[src/rtl/popcnt_pkg.sv]
// Shared types and width helpers for the popcount argmax scheduler.
package popcnt_pkg;

   typedef enum logic [1:0] {
      IDLE,
      SCAN,
      DONE
   } scan_state_e;

   // Constant-foldable ceil(log2(v)); used to derive the count and index widths.
   function automatic int unsigned clog2_u(input int unsigned v);
      int unsigned r;
      r = 0;
      for (int unsigned i = 0; i < 32; i++) begin
         if ((64'd1 << i) < 64'(v)) r = i + 1;
      end
      return r;
   endfunction

endpackage

[src/rtl/count_ones.sv]
// Combinational population count with a fixed 16-bit result.
module count_ones #(
   parameter int unsigned Width = 8
) (
   input  logic [Width-1:0] data_i,
   output logic [15:0]      cnt_o
);

   always_comb begin
      cnt_o = '0;
      for (int unsigned i = 0; i < Width; i++) begin
         cnt_o = cnt_o + 16'(data_i[i]);
      end
   end

endmodule

[src/rtl/popcount_argmax_seq.sv]
// Time-shared popcount scan: one count_ones unit walks a snapshot of InCnt
// words and reports the index and count of the first word with the most ones.
module popcount_argmax_seq
   import popcnt_pkg::*;
#(
   parameter int unsigned InCnt  = 4,
   parameter int unsigned InWdt  = 8,
   parameter int unsigned CntWdt = clog2_u(InWdt + 1),
   parameter int unsigned IdxWdt = clog2_u(InCnt)
) (
   input  logic                   clk_i,
   input  logic                   rst_i,
   input  logic                   start_i,
   input  logic [InCnt*InWdt-1:0] data_i,
   output logic                   ready_o,
   output logic                   busy_o,
   output logic                   done_o,
   output logic [IdxWdt-1:0]      max_idx_o,
   output logic [CntWdt-1:0]      max_cnt_o
);

   scan_state_e       state, state_nxt;
   logic [InWdt-1:0]  snap [InCnt];
   logic [InWdt-1:0]  sel_word;
   logic [15:0]       pc_full;
   logic [CntWdt-1:0] pc, best_cnt, cand_cnt;
   logic [IdxWdt-1:0] ptr, best_idx, cand_idx;
   logic              last;
   logic              unused_pc_hi;

   always_comb begin
      sel_word = '0;
      for (int unsigned i = 0; i < InCnt; i++) begin
         if (ptr == IdxWdt'(i)) sel_word = snap[i];
      end
   end

   count_ones #(.Width(InWdt)) u_count_ones (
      .data_i (sel_word),
      .cnt_o  (pc_full)
   );

   assign pc           = pc_full[CntWdt-1:0];
   assign unused_pc_hi = ^pc_full;
   assign last         = (ptr == IdxWdt'(InCnt - 1));

   // Strict compare keeps the lowest index on ties.
   always_comb begin
      cand_cnt = best_cnt;
      cand_idx = best_idx;
      if (pc > best_cnt) begin
         cand_cnt = pc;
         cand_idx = ptr;
      end
   end

   always_ff @(posedge clk_i or posedge rst_i) begin
      if (rst_i) state <= IDLE;
      else       state <= state_nxt;
   end

   always_comb begin
      state_nxt = state;
      ready_o   = 1'b0;
      busy_o    = 1'b0;
      done_o    = 1'b0;
      case (state)
         IDLE: begin
            ready_o = 1'b1;
            if (start_i) state_nxt = SCAN;
         end
         SCAN: begin
            busy_o = 1'b1;
            if (last) state_nxt = DONE;
         end
         DONE: begin
            done_o    = 1'b1;
            state_nxt = IDLE;
         end
         default: state_nxt = IDLE;
      endcase
   end

   always_ff @(posedge clk_i or posedge rst_i) begin
      if (rst_i) begin
         for (int unsigned i = 0; i < InCnt; i++) snap[i] <= '0;
         ptr       <= '0;
         best_cnt  <= '0;
         best_idx  <= '0;
         max_idx_o <= '0;
         max_cnt_o <= '0;
      end else begin
         case (state)
            IDLE: begin
               if (start_i) begin
                  for (int unsigned i = 0; i < InCnt; i++) begin
                     snap[i] <= data_i[i*InWdt +: InWdt];
                  end
                  ptr      <= '0;
                  best_cnt <= '0;
                  best_idx <= '0;
               end
            end
            SCAN: begin
               best_cnt <= cand_cnt;
               best_idx <= cand_idx;
               // Final compare is written straight to the outputs so the
               // result is visible in the DONE cycle.
               if (last) begin
                  max_idx_o <= cand_idx;
                  max_cnt_o <= cand_cnt;
               end else begin
                  ptr <= ptr + IdxWdt'(1);
               end
            end
            default: ;
         endcase
      end
   end

endmodule

[config.mk]
export PLATFORM = sky130hd
export DESIGN_NAME = popcount_argmax_seq
export DESIGN_NICKNAME = d
export VERILOG_FILES = /design/src/rtl/popcnt_pkg.sv /design/src/rtl/count_ones.sv /design/src/rtl/popcount_argmax_seq.sv
export SDC_FILE = /design/constraint.sdc
export NUM_CORES = 1
export LEC_CHECK = 0
export ABC_AREA = 1
export BUFFER_PORTS_ARGS = -buffer_cell sky130_fd_sc_hd__buf_2
export CORE_MARGIN = 1.5
export CORE_UTILIZATION = 60
export DETAILED_ROUTE_END_ITERATION = 10
export PLACE_DENSITY_LB_ADDON = 0.12
export SLEW_MARGIN = 20
export SYNTH_ARGS = -nofsm -noshare
export SYNTH_HDL_FRONTEND = slang
export SYNTH_SLANG_ARGS = --single-unit
export TNS_END_PERCENT = 50
[constraint.sdc]
create_clock -name clk_i -period 7.91 [get_ports clk_i]
set_clock_uncertainty 0.1 [all_clocks]
set_input_delay 0.3955 -clock clk_i [delete_from_list [all_inputs] [get_ports clk_i]]
set_output_delay 0.3955 -clock clk_i [all_outputs]
set_load 0.02 [all_outputs]
Word-level counts from Yosys, hierarchy flattened:

Index checks and enable logic that the tools add are counted.

* reductions and logical operators: 8
* $lt $le $gt $ge: 1
* equal/unequal tests: 8
* add/subtract/negate cells: 8
* muxes and demuxes: 18

Operators by type and width (count)
* two-way mux 8 bit: 4
* adder 4 x 1 -> 4 bit: 6
* case mux 2 bit (2 select lines): 3
* two-way mux 2 bit: 5
* two-way mux 4 bit: 2
* case mux 4 bit (2 select lines): 1
* AND reduction 2 bit: 4
* == test 2 bit, second input constant: 3
* != test 2 bit, second input constant: 3
* == test 2 x 1 -> 1 bit, second input constant: 2
* > comparator 4 bit: 1
* zero test 2 bit: 2
* two-way mux 1 bit: 3
* AND reduction 3 bit: 1
* adder 1 x 1 -> 2 bit: 1
* adder 2 x 1 -> 2 bit, second input constant: 1
* nonzero test 2 bit: 1

* bits of input ports: 35
* logic and storage cells: 53
* output and inout port bits: 9
* register bits: 48

Depth between registers and ports, before layout:

* depth after elaboration: 15
* gate-level depth with buffers: 27
* mapped depth without buffers: 26

By module:

From an unflattened synthesis, not the netlist that was laid out.

* cell total of the unflattened synthesis: 340
* area total of the unflattened synthesis: 2663.8 um^2

Modules (own cells, without submodules)
* popcount_argmax_seq: sequential area each 1201.2 um^2, instances 1, area an instance 2372.3 um^2, cells each 299
* count_ones: sequential area each 0.0 um^2, instances 1, area an instance 291.5 um^2, cells each 41

Worst setup path before layout:

Ideal clock, no wire load.

* path type: reg-to-reg
* from: reg ptr[1]
* to: reg best_cnt[0]
* cell stages (with the launch flop): 27
* setup time: 0.118 ns
* buffers on the path: 1
* slack: 3.194 ns
* data required time: 7.692 ns
* period minus slack after synthesis: 4.716 ns
* arrival: 4.499 ns
* cell sequence: dfrtp_1 > inv_1 > ha_1 > buf_2 > clkinv_1 > nand3_1 > nand2_1 > o211ai_1 > o21ai_1 > ha_1 > fa_1 > inv_1 > fa_1 > inv_1 > fa_1 > inv_1 > fa_1 > inv_1 > ha_1 > nand2_1 > nand2_1 > nand2_1 > nand2_1 > nand2_1 > nand2_1 > nand3_1 > nand2_1

* cells in the longest elaborated chain, start to end: 15
* elaborated cells on any way between the ends: 18
* classes of those cells: 7 x add/sub; 1 x order compare; 3 x eq/ne; 6 x mux; 1 x reduce/logical

Ends and longest elaborated chain
* start: declaration: line popcount_argmax_seq.sv:27 `logic [IdxWdt-1:0] ptr, best_idx, cand_idx;`
* start signal: assignment: line popcount_argmax_seq.sv:113 `ptr <= ptr + IdxWdt'(1);`
* zero test 2 bit: line popcount_argmax_seq.sv:34 `if (ptr == IdxWdt'(i)) sel_word = snap[i];`
* two-way mux 8 bit (3 in a row): line popcount_argmax_seq.sv:34
* two-way mux 8 bit (*): line popcount_argmax_seq.sv:34
* adder 1 x 1 -> 2 bit: line count_ones.sv:12 `cnt_o = cnt_o + 16'(data_i[i]);`
* adder 4 x 1 -> 4 bit (5 in a row): line count_ones.sv:12
* adder 4 x 1 -> 4 bit (*): line count_ones.sv:12
* > comparator 4 bit: line popcount_argmax_seq.sv:51 `if (pc > best_cnt) begin`
* two-way mux 4 bit (*): line popcount_argmax_seq.sv:51
* case mux 4 bit (2 select lines) (*): line popcount_argmax_seq.sv:93 `case (state)`
* end signal: assignment: line popcount_argmax_seq.sv:105 `best_cnt <= cand_cnt;`
* end: declaration: line popcount_argmax_seq.sv:26 `logic [CntWdt-1:0] pc, best_cnt, cand_cnt;`

Every way passes the cells marked *; elsewhere a longest branch is shown, timed or not.
A chain may end at the register's enable or synchronous reset.

Final worst setup path:

* from: reg ptr[1]
* to: reg best_cnt[2]

The elaborated chain is that of the path after synthesis.

==> results.sh <==
export IMPL_wire_per_inst_um=12.2
export IMPL_die_area_mm2=0.00457
export IMPL_coreArea_mm2=0.00400
export IMPL_maxCapViolCount=0
export IMPL_utilization_pct=70.3
export IMPL_yosys_warnings=0
export IMPL_crit_top_cell="nand2_1"
export IMPL_setup_viol_count_final=0
export IMPL_cts_hold_buf=0
export IMPL_worst_pin_slew_ps=965
export IMPL_crit_path_top_delay_cell="fa_1"
export IMPL_cts_root_buf="clkbuf_8"
export IMPL_clk_pin_slew_ps=90
export IMPL_grt_pass1_wl_um=8740
export IMPL_final_common_cell="nand2_1"
export IMPL_rows=23
export IMPL_worstPathArrival_ps=5350
export IMPL_relSlewSlack_pct=35.6
export IMPL_tns_ps=0
export IMPL_hold_path_class="in -> reg"
export IMPL_maxSlewViolCount=0
export IMPL_rsz0062_at_grt="no"
export IMPL_clock_fmax_mhz=190
export IMPL_start_util_pct=62.6
export IMPL_grt_max_degree=49
export IMPL_cts_resized=0
export IMPL_synth_area_leader_cell="dfrtp_1"
export IMPL_htreeDepth=2
export IMPL_fill_cells=339
export IMPL_layout_common_cells="131 x nand2_1, 48 x dfrtp_1, 43 x buf_2"
export IMPL_numCtsBuffers=5
export IMPL_hold_viol=0
export IMPL_portBuffers=43
export IMPL_synth_distinct_cells=23
export IMPL_cts_tree="done"
export IMPL_grt_overflow_total=0
export IMPL_syn_avg_cell_area_um2=8.05
export IMPL_pin_count=44
export IMPL_period_needed_ps=5250
export IMPL_layout_drive_gt1_share_pct=16.2
export IMPL_gp_congestion=0.905
export IMPL_chipWidth_um=67.6
export IMPL_synthCells=311
export IMPL_post_cts_buffers=0
export IMPL_dpl_hpwl_um=3620
export IMPL_clk_latency_ps=300
export IMPL_cp_max_fo=9
export IMPL_path_delay_family="adder cells"
export IMPL_first_pass_iters=4
export IMPL_antenna_found_initial=0
export IMPL_first_iter_violations=109
export IMPL_status="finished clean"
export IMPL_critPathMaxStageDelay_ps=540
export IMPL_yosys_top_cells_area="dfrtp_1 48%, nand2_1 20%, ha_1 5.5%"
export IMPL_required_ps=8000
export IMPL_detail_route_vias_per_cell=5.09
export IMPL_ant_nets=0
export IMPL_end_kind="register"
export IMPL_netlist_area_mm2=0.00250
export IMPL_startpoint_type="register"
export IMPL_layout_worst_path_cycle_share_pct=66.4
export IMPL_holdWs_ps=185
export IMPL_num_antenna_cells=0
export IMPL_vias=2045
export IMPL_synthesis_nets=361
export IMPL_drc=0
export IMPL_cts_buffer_depth=2
export IMPL_fin_nets=401
export IMPL_track_usage_pct=25.7
export IMPL_timing_worst_setup_path_type="reg -> reg"
export IMPL_critPathBufInv=6
export IMPL_yosysSeqAreaShare_pct=48.0
export IMPL_grt_pass1_vias=1974
export IMPL_clkSinkCount=48
export IMPL_syn2layout_area_growth_pct=12.2
export IMPL_synth_seq_cells=48
export IMPL_wl_um=4900
export IMPL_synth_top_area_share_pct=48.0
export IMPL_die_h_um=67.6
registers in the layout (all words and copies together), names as in the netlist:
name / count
max_idx_o: 2
best_idx: 2
ptr: 2
max_cnt_o: 4
best_cnt: 4
state: 2
snap: 32
cell usage after synthesis (all sizes together):
| master | count |
|---|---|
| ha | 11 |
| xor2 | 1 |
| nand3 | 27 |
| nand2 | 133 |
| buf | 9 |
| o21ai | 17 |
| fa | 4 |
| a22oi | 1 |
| nor2 | 5 |
| clkbuf | 1 |
| dfrtp | 48 |
| clkinv | 1 |
| inv | 35 |
| a21oi | 12 |
| o211ai | 6 |
stage by stage:
stage	cells	cell area, µm²	setup slack [ps]
4_1_cts	402	2810	2670
3_5_place_dp	394	2720	2680
3_3_place_gp	394	2720	2860
6_report	402	2810	2660
5_1_grt	402	2810	2190
2_1_floorplan	311	2500	3190
cell families after synthesis:
group	synth area share, %
xor gates and xnor gates	0.350
adders and majority gates	8.69
and+or+nand+nor	27.2
AOI/OAI and AO/OA	7.89
buffers and inverters	7.94
DFF	48.0
metal layers:
layer / global-route usage, % / wire, µm
met2: 41.8 / 2360
met4: 12.8 / 106
met1: 32.8 / 2270
met3: 4.83 / 163
met5: 0 / 0
worst min-delay path: cells and delay by family:
| family | cells | cell delay (ps) |
|---|---|---|
| buffers and inverters | 1 | 70 |
| and+or+nand+nor | 2 | 80 |
final cells by class:
type	instances	area, µm²	area share [%]
flip-flops and latches	48	1200	42.7
multi-input cells	217	1100	39.3
repair buffers	43	215	7.65
inverters	36	138	4.90
clock buffers	8	90.1	3.20
well taps	50	62.6	2.23
path summary, 6_finish.rpt:
kind	start	to	slack (ps)	depth (start not counted)
min in group asynchronous	rst_i	max_idx_o[0]	210	2
max in group asynchronous	rst_i	snap[4]	6900	2
min reg2reg	max_cnt_o[1]	max_cnt_o[1]	380	2
max reg2reg	ptr[1]	best_cnt[2]	2660	25
min	data_i[1]	snap[25]	180	3
max	ptr[1]	best_cnt[2]	2660	25
Power is left out: the tool's default activity adds up to more than one toggle a clock period on the data nets, which glitch-free logic cannot reach.
